===== config.mk =====
export PLATFORM = sky130hd
export DESIGN_NAME = lc3b_fetch_stage
export DESIGN_NICKNAME = d
export VERILOG_FILES = /design/src/rtl/lc3b_fetch_stage.sv
export SDC_FILE = /design/constraint.sdc
export NUM_CORES = 1
export LEC_CHECK = 0
export ABC_AREA = 1
export BUFFER_PORTS_ARGS = -buffer_cell sky130_fd_sc_hd__buf_2
export CORE_MARGIN = 5
export CORE_UTILIZATION = 50
export CTS_CLUSTER_DIAMETER = 80
export DETAILED_ROUTE_END_ITERATION = 12
export PLACE_DENSITY = 0.79
export SLEW_MARGIN = 10
export SYNTH_ARGS = -nofsm -noshare
export SYNTH_HDL_FRONTEND = slang
export SYNTH_SLANG_ARGS = --single-unit

===== constraint.sdc =====
create_clock -name clk -period 2.5 [get_ports clk]
set_input_delay 0 -clock clk [delete_from_list [all_inputs] [get_ports clk]]
set_output_delay 0 -clock clk [all_outputs]
set_load 0.05 [all_outputs]

===== src/rtl/lc3b_fetch_stage.sv =====
// LC-3b instruction-fetch stage.
// Keeps the fetch PC, runs the instruction-memory read handshake and buffers
// one fetched instruction for decode. A one-entry pending buffer absorbs a
// response that lands while decode is stalled. Redirects that arrive during
// an outstanding request are deferred until that request completes, so the
// memory never sees its address or read strobe change mid-request.
module lc3b_fetch_stage #(
   parameter logic [15:0] RESET_PC = 16'h0000
) (
   input  logic        clk,
   input  logic        reset,
   output logic [15:0] imem_address,
   output logic        imem_read,
   input  logic        imem_resp,
   input  logic [15:0] imem_rdata,
   input  logic        stall,
   input  logic        redirect,
   input  logic [15:0] redirect_pc,
   output logic        if_valid,
   output logic [15:0] if_instr,
   output logic [15:0] if_pc,
   output logic [15:0] if_pc_plus2,
   output logic [3:0]  if_opcode,
   output logic [2:0]  if_bits4_5_11
);

   // FETCH:   request outstanding at pc_reg
   // PEND:    response parked in the pending buffer, no request issued
   // DISCARD: old request still outstanding, its data will be thrown away
   typedef enum logic [1:0] {
      FETCH   = 2'd0,
      PEND    = 2'd1,
      DISCARD = 2'd2
   } state_t;

   state_t      state_reg;
   logic [15:0] pc_reg;
   logic [15:0] target_reg;
   logic [15:0] pend_instr_reg;
   logic [15:0] pend_pc_reg;
   logic        slot_valid_reg;
   logic [15:0] slot_instr_reg;
   logic [15:0] slot_pc_reg;

   logic        slot_consumed;
   logic        slot_free;
   logic [15:0] redirect_target;
   logic [15:0] pc_plus2;

   // Handoff to decode: the slot empties whenever it is valid and not stalled.
   assign slot_consumed   = slot_valid_reg && !stall;
   assign slot_free       = !slot_valid_reg || !stall;
   // Instructions are halfword aligned, so the low target bit is dropped.
   assign redirect_target = redirect_pc & 16'hFFFE;
   assign pc_plus2        = pc_reg + 16'd2;

   // Fetch state machine, PC, pending buffer and output slot.
   always_ff @(posedge clk) begin
      if (reset) begin
         state_reg      <= FETCH;
         pc_reg         <= RESET_PC;
         target_reg     <= 16'h0000;
         pend_instr_reg <= 16'h0000;
         pend_pc_reg    <= 16'h0000;
         slot_valid_reg <= 1'b0;
         slot_instr_reg <= 16'h0000;
         slot_pc_reg    <= 16'h0000;
      end else begin
         // A consumed slot empties unless something below refills it.
         if (slot_consumed) begin
            slot_valid_reg <= 1'b0;
         end
         case (state_reg)
            FETCH: begin
               if (redirect) begin
                  slot_valid_reg <= 1'b0;
                  if (imem_resp) begin
                     // Request just completed: drop its data, restart at target.
                     pc_reg <= redirect_target;
                  end else begin
                     // Request still outstanding: remember target, wait it out.
                     target_reg <= redirect_target;
                     state_reg  <= DISCARD;
                  end
               end else if (imem_resp) begin
                  pc_reg <= pc_plus2;
                  if (slot_free) begin
                     slot_valid_reg <= 1'b1;
                     slot_instr_reg <= imem_rdata;
                     slot_pc_reg    <= pc_reg;
                  end else begin
                     pend_instr_reg <= imem_rdata;
                     pend_pc_reg    <= pc_reg;
                     state_reg      <= PEND;
                  end
               end
            end
            PEND: begin
               if (redirect) begin
                  // Pending word is abandoned simply by leaving PEND.
                  slot_valid_reg <= 1'b0;
                  pc_reg         <= redirect_target;
                  state_reg      <= FETCH;
               end else if (slot_free) begin
                  slot_valid_reg <= 1'b1;
                  slot_instr_reg <= pend_instr_reg;
                  slot_pc_reg    <= pend_pc_reg;
                  state_reg      <= FETCH;
               end
            end
            DISCARD: begin
               slot_valid_reg <= 1'b0;
               if (redirect) begin
                  target_reg <= redirect_target;
                  if (imem_resp) begin
                     pc_reg    <= redirect_target;
                     state_reg <= FETCH;
                  end
               end else if (imem_resp) begin
                  pc_reg    <= target_reg;
                  state_reg <= FETCH;
               end
            end
            default: begin
               state_reg <= FETCH;
            end
         endcase
      end
   end

   // Memory request: the address register only moves when a request completes
   // or no request is issued, which keeps an outstanding request stable.
   assign imem_read    = !reset && (state_reg != PEND);
   assign imem_address = pc_reg;

   // Slot outputs plus the fields the control ROM indexes with.
   assign if_valid      = slot_valid_reg;
   assign if_instr      = slot_instr_reg;
   assign if_pc         = slot_pc_reg;
   assign if_pc_plus2   = slot_pc_reg + 16'd2;
   assign if_opcode     = slot_instr_reg[15:12];
   assign if_bits4_5_11 = {slot_instr_reg[11], slot_instr_reg[5], slot_instr_reg[4]};

endmodule


# Word-level counts from Yosys, hierarchy flattened
# Index checks and enable logic that the tools add are counted.
dict set report classes {
  n_addsub 2
  n_eq_ne 18
  n_bitwise 2
  n_reduce_logical 15
  muxes 36
}
# operator count
set ops {}
lappend ops {{2-to-1 mux 16 bit} 18}
lappend ops {{case mux 16 bit (2 select lines)} 3}
lappend ops {{case mux 16 bit (3 select lines)} 1}
lappend ops {{adder 16 x 2 -> 16 bit, second input constant} 2}
lappend ops {{!= test 2 bit, second input constant} 10}
lappend ops {{!= test 3 bit, second input constant} 5}
lappend ops {{2-to-1 mux 2 bit} 7}
lappend ops {{AND reduction 4 bit} 3}
lappend ops {{case mux 2 bit (3 select lines)} 1}
lappend ops {{AND reduction 6 bit} 1}
lappend ops {{2-to-1 mux 1 bit} 5}
lappend ops {{AND reduction 5 bit} 1}
lappend ops {{nonzero test 2 bit} 2}
lappend ops {{logical NOT 1 bit} 3}
lappend ops {{case mux 1 bit (3 select lines)} 1}
lappend ops {{nonzero test 3 bit} 1}
lappend ops {{equality test 2 x 1 -> 1 bit, second input constant} 1}
lappend ops {{equality test 2 bit, second input constant} 1}
lappend ops {{logical AND 1 bit} 2}
lappend ops {{logical NOT 2 bit} 1}
lappend ops {{!= test 2 x 1 -> 1 bit, second input constant} 1}
lappend ops {{inverter 1 bit} 2}
lappend ops {{logical OR 1 bit} 1}
dict set report totals {
  inputBits 37
  register_bits 99
  wordCells 81
  output_inout_bits 73
}

# Logic depth before layout (Yosys ltp)
# Gate-level depths: netlist of the first run.
dict set report logic_depth {
  depth_word 7
  depth_mapped 10
  ltp_nobuf 10
}

# Worst setup path before layout of the first run
# No wires, ideal clock.
dict set report synth_timing {
  path_type {reg-to-output}
  start {reg slot_pc_reg[1], in the netlist if_pc[1]}
  end {out if_pc_plus2[15]}
  n_path_buf 0
  path_stages_with_launch 10
  required_ns 2.500
  slack_ns -0.023
  arrival_ns 2.523
  cell_sequence {dfxtp_1 > ha_1 > nand2_1 > nor2_1 > nand2_1 > nor2_1 > nand2_1 > nor2_1 > nand3_1 > xnor2_1}
}
dict set report synth_between {
  elab_chain_cells 1
}
# item line_no
set synth_lines {}
lappend synth_lines {{start: declaration} 43} ;# logic [15:0] slot_pc_reg;
lappend synth_lines {{start signal: assignment} 90} ;# slot_pc_reg <= pc_reg;
lappend synth_lines {{start signal: assignment} 107} ;# slot_pc_reg <= pend_pc_reg;
lappend synth_lines {{adder 16 x 2 -> 16 bit} 140} ;# assign if_pc_plus2 = slot_pc_reg + 16'd2;
lappend synth_lines {{end: declaration} 22} ;# output logic [15:0] if_pc_plus2,
# Every way passes these cells.

# Worst setup path in the final report of the first run
dict set report layout_timing {
  start {reg state_reg[0]}
  end {reg pc_reg[1], in the netlist imem_address[1]}
}
dict set report layout_between {
  elab_chain_cells 3
  elab_cells_between_ends 9
  cone_classes {eq/ne (5); mux (1); reduce/logical (3)}
}
# item line_no
set layout_lines {}
lappend layout_lines {{start: declaration} 36} ;# state_t state_reg;
lappend layout_lines {{start signal: assignment} 60} ;# state_reg <= FETCH;
lappend layout_lines {{start signal: assignment} 83} ;# state_reg <= DISCARD;
lappend layout_lines {{start signal: assignment} 94} ;# state_reg <= PEND;
lappend layout_lines {{equality test 2 bit (tied with other cells)} 73} ;# case (state_reg)
lappend layout_lines {{!= test 3 bit (no line) (tied with other cells)} -}
lappend layout_lines {{AND reduction 4 bit (no line)} -}
lappend layout_lines {{end signal: assignment} 79} ;# pc_reg <= redirect_target;
lappend layout_lines {{end signal: assignment} 86} ;# pc_reg <= pc_plus2;
lappend layout_lines {{end signal: assignment} 102} ;# pc_reg <= redirect_target;
lappend layout_lines {{end: declaration} 37} ;# logic [15:0] pc_reg;
# Parallel ways exist; a longest one is shown, timed or not.
# A chain may end at the register's enable or synchronous reset.

==> metrics.txt, run 1 <==
vias in the first global route 5031; leading area contributor after synthesis dfxtp_1; final setup violation count 0; Lkg Pwr roughly 2.7 nW; fmax 441 MHz; register area share after synthesis between 30% and 40%; status completed; Inserted Clock Buffers 9; CTS tree built; Pre-Repair DR Iteration Count 5; Reg clk slew, reported paths ~0.090 ns; Hold Crit Class in -> reg; final wirelength 14.7 mm; CP max FO 15; Inserted Diodes 0; Synth Cell Area approximately 5000 um2; RSZ-0062 raised after global routing false; largest net degree at the start of global routing 87; Required @ worst endpoint approximately 2.8 ns; synth unique cells 29; Max clock buf depth 2; VDD IR max a little over 0.6 mV; Synth top area share approximately 40%; Final Max Tran Viols 0; Initial Utilization around half; setup ws final around 0.23 ns; Overall Power slightly below 8 mW; DRC viols 0; Worst Path Arrival around 2.6 ns; post-CTS setup buffer count 0; CP Cell Sequence inv_1 > ha_1 > inv_1 > nor2_1 > nand2_1 > o21ai_0 > nand2_1 > o2111ai_1 > nand2_1 > a21oi_1; Slew @ Worst Pin 0.645 ns; first-pass GRT wire length 23.7 mm; final core occ slightly above 60%; synth warn 0; Final Hold Viols 0; gr usage total between 20% and 30%; Sum Neg Setup Slack 0 ns; Max Cap Viol 0; Crit path top cell by count nand2_1; routed via count ~5.5k; Final Cycle Share about nine tenths; Startpoint Class flip-flop; I/O pin count 110; per-cell routed wire length approximately 15 um; CP max stage delay about 0.57 ns; Placement Rows 36; DP Cell Count 951; Routability Congestion between 0.8 and 0.9; Crit path buffers/inverters 2; Mapped Cells 754; clock skew 0.00924 ns; Cell Pwr Density ~1300 nW/um2; top post-synthesis cells by area dfxtp_1 39%, nand2_1 15%, o21ai_0 8.1%; grt ovf 0; CP endpoint kind flip-flop; Mapped Avg Cell Area 6.68 um2; CP Class reg -> reg; root buf cell clkbuf_8; slew margin rel. a little under three fifths; dpl ws 0.351 ns; cell family with most CP delay simple AND/OR/NAND/NOR gates; DP HPWL 9.68 mm; Die X-Extent around 110 um; DIE HEIGHT 110 um; min cycle time layout about 2.3 ns; CORE AREA around 9800 um2; P&R area growth vs syn 21.2%; CTS sink count a little under 100; via/cell ratio between 5 and 6; initial antenna violation count 0; #FFs+latches synth 98; DIE AREA about 12000 um2; DRT iter0 DRCs roughly 480; slowest stage cell on the critical path ha_1; Clock Latency Late Sink ~0.36 ns; port bufs ~110; Final ANT Viol Nets 0; final non-filler cell total roughly 1000; CTS H-Tree Depth 3; Layout Nets approximately 900; share of cells above drive strength 1 16.7%; Post-Syn Nets between 700 and 800
==> per-stage QoR <==
step | cell area, um2 | hold WS (ns)
final | 6100 | 0.0355
after global routing | 6100 | 0.00612
after CTS | 6100 | 0.00304
after detailed placement | 5580 | 0.248
after global placement | 5580 | 0.241
after floorplan | 5040 | 0.0691
==> area by class of cell <==
type | instances | area [um2]
Clock inverter | 7 | 76.3
Clock buffer | 9 | 124
Timing Repair Buffer | 151 | 968
Tap cell | 133 | 166
Multi-Input combinational cell | 557 | 2640
Inverter | 44 | 165
Sequential cell | 98 | 1960
Fill cell | 942 | 3710
==> timing repair <==
action	CTS	global route
hold endpoints to repair	48	0
hold buffers	32	0
gates resized for setup	0	1
endpoints found under the setup margin	0	1
==> where the power goes <==
group | internal, mW | leakage [nW] | switching [mW]
sequential | 1.97 | 0.802 | 0.418
combinational | 1.15 | 1.84 | 3.29
clock | 0.472 | 0.102 | 0.572
total | 3.59 | 2.74 | 4.28
==> cell families (layout without fill, tap and decap cells) <==
| family | Yosys count | in the layout | share of synthesized area (%) |
|---|---|---|---|
| adder cells (fa/ha/maj) | 6 | 6 | 1.49 |
| buffers and inverters | 99 | 211 | 8.84 |
| XOR/XNOR | 12 | 12 | 2.09 |
| AND/OR/NAND/NOR | 315 | 315 | 24.6 |
| flip-flops | 98 | 98 | 38.9 |
| AO/OA/AOI/OAI | 224 | 224 | 24.1 |
==> synthesized netlist by cell type (all sizes together) <==
master   instances
nand2          197
o21ai          110
dfxtp           98
nor2            81
a21oi           69
inv             43
a31oi           32
buf             29
nand3           29
clkbuf          26
xor2             7
ha               6
nand4            6
xnor2            5
a211oi           3
o2111ai          3
o21bai           3
o211ai           2
a221oi           1
a41oi            1
clkinv           1
nor3             1
or2              1
==> worst paths after layout <==
path / startpoint / end / slack, ns / depth (start not counted)
hold reg to reg: pend_instr_reg[0] / if_instr[0] / 0.47 / 2
hold / removal: reset / imem_address[8] / 0.04 / 2
setup reg to reg: state_reg[0] / imem_address[1] / 0.23 / 10
setup / recovery: state_reg[0] / imem_address[1] / 0.23 / 10
==> layer usage <==
metal  share of wire, %  global-route usage (%)  up-vias
li1                   -                       -     2710
met1                 44                    32.3     2564
met2                 47                    39.7      222
met3                6.8                    4.08       32
met4                2.2                    8.71        0
met5                  0                       0        -
==> layout by cell type (no fill, tap or decap), drive strengths merged, types with 2 or more instances in the layout <==
cell type    count
a21oi           69
clkinv           4
a211oi           3
xnor2            5
o21ai          110
dlygate4sd3     32
dfxtp           98
o211ai           2
clkbuf           9
buf            119
xor2             7
nand3           29
inv             45
ha               6
o2111ai          3
nand4            6
o21bai           3
nand2          197
nor2            81
a31oi           32
Power figures use the tool's default switching activity.
==> run 2: changes to the inputs <==
--- a/config.mk
+++ b/config.mk
@@ -8,10 +8,10 @@
 export ABC_AREA = 1
 export BUFFER_PORTS_ARGS = -buffer_cell sky130_fd_sc_hd__buf_2
 export CORE_MARGIN = 5
-export CORE_UTILIZATION = 50
+export CORE_UTILIZATION = 35
 export CTS_CLUSTER_DIAMETER = 80
 export DETAILED_ROUTE_END_ITERATION = 12
-export PLACE_DENSITY = 0.79
+export PLACE_DENSITY = 0.6
 export SLEW_MARGIN = 10
 export SYNTH_ARGS = -nofsm -noshare
 export SYNTH_HDL_FRONTEND = slang
==> run 2 against run 1 <==
  * Critical path depth is the same
  * Final cell count grew 5.2%
  * Largest cell class unchanged
  * Utilization shrank 17 points
  * Combinational power is essentially flat
  * Routed wire length shrank 0.24%
  * Sequential power is essentially flat
  * Setup slack gained 0.10 ns
  * Register-to-register slack gained 0.42 ns
  * Fmax grew 4.8%
  * Non-clock buffer count grew 5
==> metrics.txt, run 2 (synthesized netlist as in run 1, its figures left out) <==
status completed; setup ws final 0.338 ns; most common cell after layout, fill and taps aside nand2_1; clock skew ~0.008 ns; Reg clk slew, reported paths 0.07 ns; Final Cycle Share between 80% and 90%; CTS tree built; grt ovf 0; Overall Power 8.19 mW; Initial Utilization between 30% and 40%; Pre-Repair DR Iteration Count 4; min cycle time layout between 2 and 2.5 ns; DRC viols 0; routed via count 5191; dpl ws between 0.6 and 0.7 ns; Slew @ Worst Pin 0.648 ns; CTS sink count 98; Lkg Pwr approximately 2.8 nW; initial antenna violation count 0; largest net degree at the start of global routing 65; Worst Path Arrival ~2.2 ns; Inserted Clock Buffers 9; vias in the first global route 4566; port bufs about 110; Placement Rows 43; Hold Crit Class in -> reg; Final Hold Viols 0; Die X-Extent ~130 um; gr usage total around 17%; DP HPWL 10.0 mm; Required @ worst endpoint about 2.5 ns; post-CTS setup buffer count 0; Cell Pwr Density between 1000 and 1500 nW/um2; DIE AREA around 17000 um2; Final Max Tran Viols 0; commonest cells after routing, fill and taps aside 197 x nand2_1, 108 x buf_2, 98 x dfxtp_1, 82 x o21ai_0, 80 x nor2_1; Clock Latency Late Sink around 0.35 ns; DP Cell Count between 1k and 1.5k; RSZ-0062 raised after global routing false; CP endpoint kind primary output; final wirelength approximately 15 mm; per-cell routed wire length 14.0 um; final core occ between 40% and 50%; CP Class reg -> out; first-pass GRT wire length between 20 and 25 mm; root buf cell clkbuf_16; CTS H-Tree Depth 3; VDD IR max roughly 0.48 mV; Startpoint Class flip-flop; CORE AREA between 10000 and 15000 um2; final non-filler cell total 1051; Final ANT Viol Nets 0; slew margin rel. a little under three fifths; I/O pin count between 100 and 150; final setup violation count 0; Sum Neg Setup Slack 0 ns; DRT iter0 DRCs a little under 500; CP max FO 4; Inserted Diodes 0; Max clock buf depth 2; Routability Congestion roughly 0.81; P&R area growth vs syn 24.7%; Max Cap Viol 0; fmax approximately 460 MHz; via/cell ratio slightly below 5; share of cells above drive strength 1 roughly 17%; DIE HEIGHT about 130 um; Layout Nets 909
[run 2: worst paths after layout]
kind                            to  cells past startpoint              start  slack [ns]
hold / removal    imem_address[10]                      3              reset        0.07
setup reg to reg   pend_pc_reg[10]                      7       state_reg[0]        0.65
hold reg to reg        if_instr[8]                      2  pend_instr_reg[8]        0.46
setup / recovery   if_pc_plus2[15]                     10           if_pc[2]        0.34
[run 2: final cells by class]
cell class                      count  area [um2]
Fill cell                        1474        7710
Multi-Input combinational cell    557        2640
Sequential cell                    98        1960
Timing Repair Buffer              156         993
Clock buffer                        9         225
Tap cell                          180         225
Inverter                           44         165
Clock inverter                      7        71.3
[run 2: where the power goes]
group          switching [mW]  total [mW]  internal [mW]  leakage, nW
sequential              0.398        2.37           1.97        0.802
clock                   0.664        1.37          0.703        0.139
combinational            3.27        4.46           1.19         1.86
total                    4.33        8.19           3.86         2.80
[run 2: layer usage]
metal	vias up	part of all wire, %	track usage (%)	wire length (um)
met1	2304	50	24.8	7270
met3	14	6.1	2.82	901
met5	-	0	0	0
li1	2729	-	-	-
met4	0	1.8	5.44	266
met2	144	43	25.6	6240
[run 2: stage by stage]
step	hold slack (ns)	instance area [um2]
4_1_cts	0.0618	6280
3_5_place_dp	0.249	5670
3_3_place_gp	0.242	5670
6_report	0.0697	6280
5_1_grt	0.0896	6280
2_1_floorplan	0.0691	5040
[run 2: worst max-delay path: stages (launching register included)]
cell and delay [ns]:
dfxtp_1 0.38, ha_1 0.20, nand2_1 0.08, nor2_1 0.12, nand2_1 0.07, nor2_1 0.16
nand2_1 0.11, nor2_1 0.16, nand3_1 0.13, xnor2_2 0.13, buf_2 0.27
[run 2: what timing repair did]
item                       4_1_cts  5_1_grt
setup endpoints to repair        0        0
hold buffers                    32        0
gates resized for setup          0        0
hold endpoints to repair        48        0
==> run 3: changes to the inputs <==
--- a/config.mk
+++ b/config.mk
@@ -7,6 +7,7 @@
 export LEC_CHECK = 0
 export ABC_AREA = 1
 export BUFFER_PORTS_ARGS = -buffer_cell sky130_fd_sc_hd__buf_2
+export CORE_ASPECT_RATIO = 1.4
 export CORE_MARGIN = 5
 export CORE_UTILIZATION = 35
 export CTS_CLUSTER_DIAMETER = 80
==> run 3 against run 2 <==
  * Clock power barely moved
  * Clock skew grew 0.0023 ns
  * Sequential power barely moved
  * Worst hold slack worse by 0.035 ns
  * Fmax shrank 1.6%
  * Sequential cell count unchanged
  * Via count shrank 0.89%
  * Combinational power fell by 0.9%
  * Count of clock-buffer cells in the layout did not move
  * Critical path type unchanged
  * Critical endpoint unchanged
==> metrics.txt, run 3 (synthesized netlist as in run 1, its figures left out) <==
Max Cap Viol 0; Sum Neg Setup Slack 0 ns; RSZ-0062 raised after global routing false; Die X-Extent 111 um; Required @ worst endpoint 2.50 ns; gr usage total ~18%; min cycle time layout around 2.2 ns; vias in the first global route approximately 5k; commonest cells after routing, fill and taps aside 197 x nand2_1, 107 x buf_2, 98 x dfxtp_1, 82 x o21ai_0, 79 x nor2_1; routed via count roughly 5.1k; CP Class reg -> out; final core occ 43.9%; Final Hold Viols 0; grt ovf 0; Final Cycle Share 87.9%; via/cell ratio around 4.9; Cell Pwr Density 1300 nW/um2; slew margin rel. between 50 and 60%; Pre-Repair DR Iteration Count 5; DRT iter0 DRCs ~350; port bufs about 110; CP endpoint kind primary output; first-pass GRT wire length roughly 25 mm; Layout Nets approximately 900; Inserted Diodes 0; Final ANT Viol Nets 0; final wirelength 14.9 mm; Worst Path Arrival 2.20 ns; status completed; Clock Latency Late Sink about 0.35 ns; Startpoint Class flip-flop; fmax 455 MHz; initial antenna violation count 0; DIE AREA 16900 um2; r2r endpoint imem_address[7]; share of cells above drive strength 1 16.9%; slowest stage cell on the critical path dfxtp_1; CORE AREA roughly 14000 um2; Final Max Tran Viols 0; Hold Crit Class in -> reg; largest net degree at the start of global routing 74; CTS H-Tree Depth 3; CTS tree built; DRC viols 0; Lkg Pwr 2.79 nW; Reg clk slew, reported paths 0.08 ns; DIE HEIGHT roughly 150 um; hold wc startpoint reset; root buf cell clkbuf_16; Slew @ Worst Pin 0.617 ns; Fillers 1567; hold path cells 2; P&R area growth vs syn 24.8%; I/O pin count 110; Crit path top cell by count nand2_1; reg2reg start state_reg[0]; final setup violation count 0; DP HPWL 10.1 mm; worst reg2reg setup slack roughly 0.60 ns; Routability Congestion ~0.85; Max clock buf depth 2; Initial Utilization roughly a third; CTS sink count roughly 100; VDD IR max approximately 0.46 mV; CP max FO 5; most common cell after layout, fill and taps aside nand2_1; Placement Rows 52; hold endpoint imem_address[8]; CP Cell Sequence ha_1 > nand2_1 > nor2_1 > nand2_1 > nor2_2 > nand2_1 > nor2_1 > nand3_1 > xnor2_2 > clkbuf_4; Inserted Clock Buffers 9; CP max stage delay a little under 0.4 ns; per-cell routed wire length ~14 um; clock skew just over 0.01 ns; worst r2r path cells 9
-- run 3: worst max-delay path by stage --
stage,to,start,depth (start not counted),slack (ns)
floorplan,if_pc_plus2[13],if_pc[1],8,0.16
global placement,if_pc_plus2[15],if_pc[1],10,0.59
detailed placement,if_pc_plus2[15],if_pc[1],10,0.54
CTS,if_pc_plus2[15],if_pc[1],10,0.15
global route,if_pc_plus2[15],if_pc[1],10,0.04
finish,if_pc_plus2[15],if_pc[1],10,0.30
-- run 3: final cells by class --
| cell class | instances | area (um2) | area share, % |
|---|---|---|---|
| multi-input cells | 557 | 2640 | 42.0 |
| flip-flops and latches | 98 | 1960 | 31.2 |
| repair buffers | 151 | 981 | 15.6 |
| well taps | 189 | 236 | 3.76 |
| clock buffers | 9 | 225 | 3.58 |
| inverters | 44 | 165 | 2.63 |
| clock inverters | 7 | 72.6 | 1.15 |
-- run 3: per-stage QoR --
step | area [um2] | setup WS (ns) | instances | total power, mW | hold WS (ns)
after detailed placement | 5670 | 0.537 | 1008 | 6.80 | 0.249
after CTS | 6280 | 0.148 | 1055 | 8.24 | 0.0298
after global placement | 5670 | 0.590 | 1008 | 6.77 | 0.244
after global routing | 6280 | 0.0388 | 1055 | 8.76 | 0.0441
final | 6280 | 0.302 | 1055 | 8.20 | 0.0347
after floorplan | 5040 | 0.156 | 754 | 5.79 | 0.0691
-- run 3: routing by layer --
layer | wire length, um | part of all wire, % | global-route usage, %
met5 | 0 | 0 | 0
met4 | 377 | 2.5 | 6.09
met3 | 588 | 4.0 | 3.30
met2 | 7120 | 48 | 29.9
met1 | 6780 | 46 | 22.1
-- run 3: timing repair --
action	in CTS	in global routing
buffers inserted	0	0
hold endpoints to repair	47	0
hold buffers	31	0
endpoints found under the setup margin	0	1
resized for setup	0	2
-- run 3: critical path, delay by kind of cell (launching register included) --
kind / cells / cell delay, ns
xor gates and xnor gates: 1 / 0.13
adders and majority gates: 1 / 0.20
buffers and inverters: 1 / 0.24
DFF: 1 / 0.39
and+or+nand+nor: 7 / 0.90
-- run 3: power by group --
part | switching, mW | leakage, nW | internal [mW]
sequential | 0.417 | 0.802 | 1.97
combinational | 3.23 | 1.84 | 1.19
clock | 0.687 | 0.143 | 0.705
total | 4.33 | 2.79 | 3.86
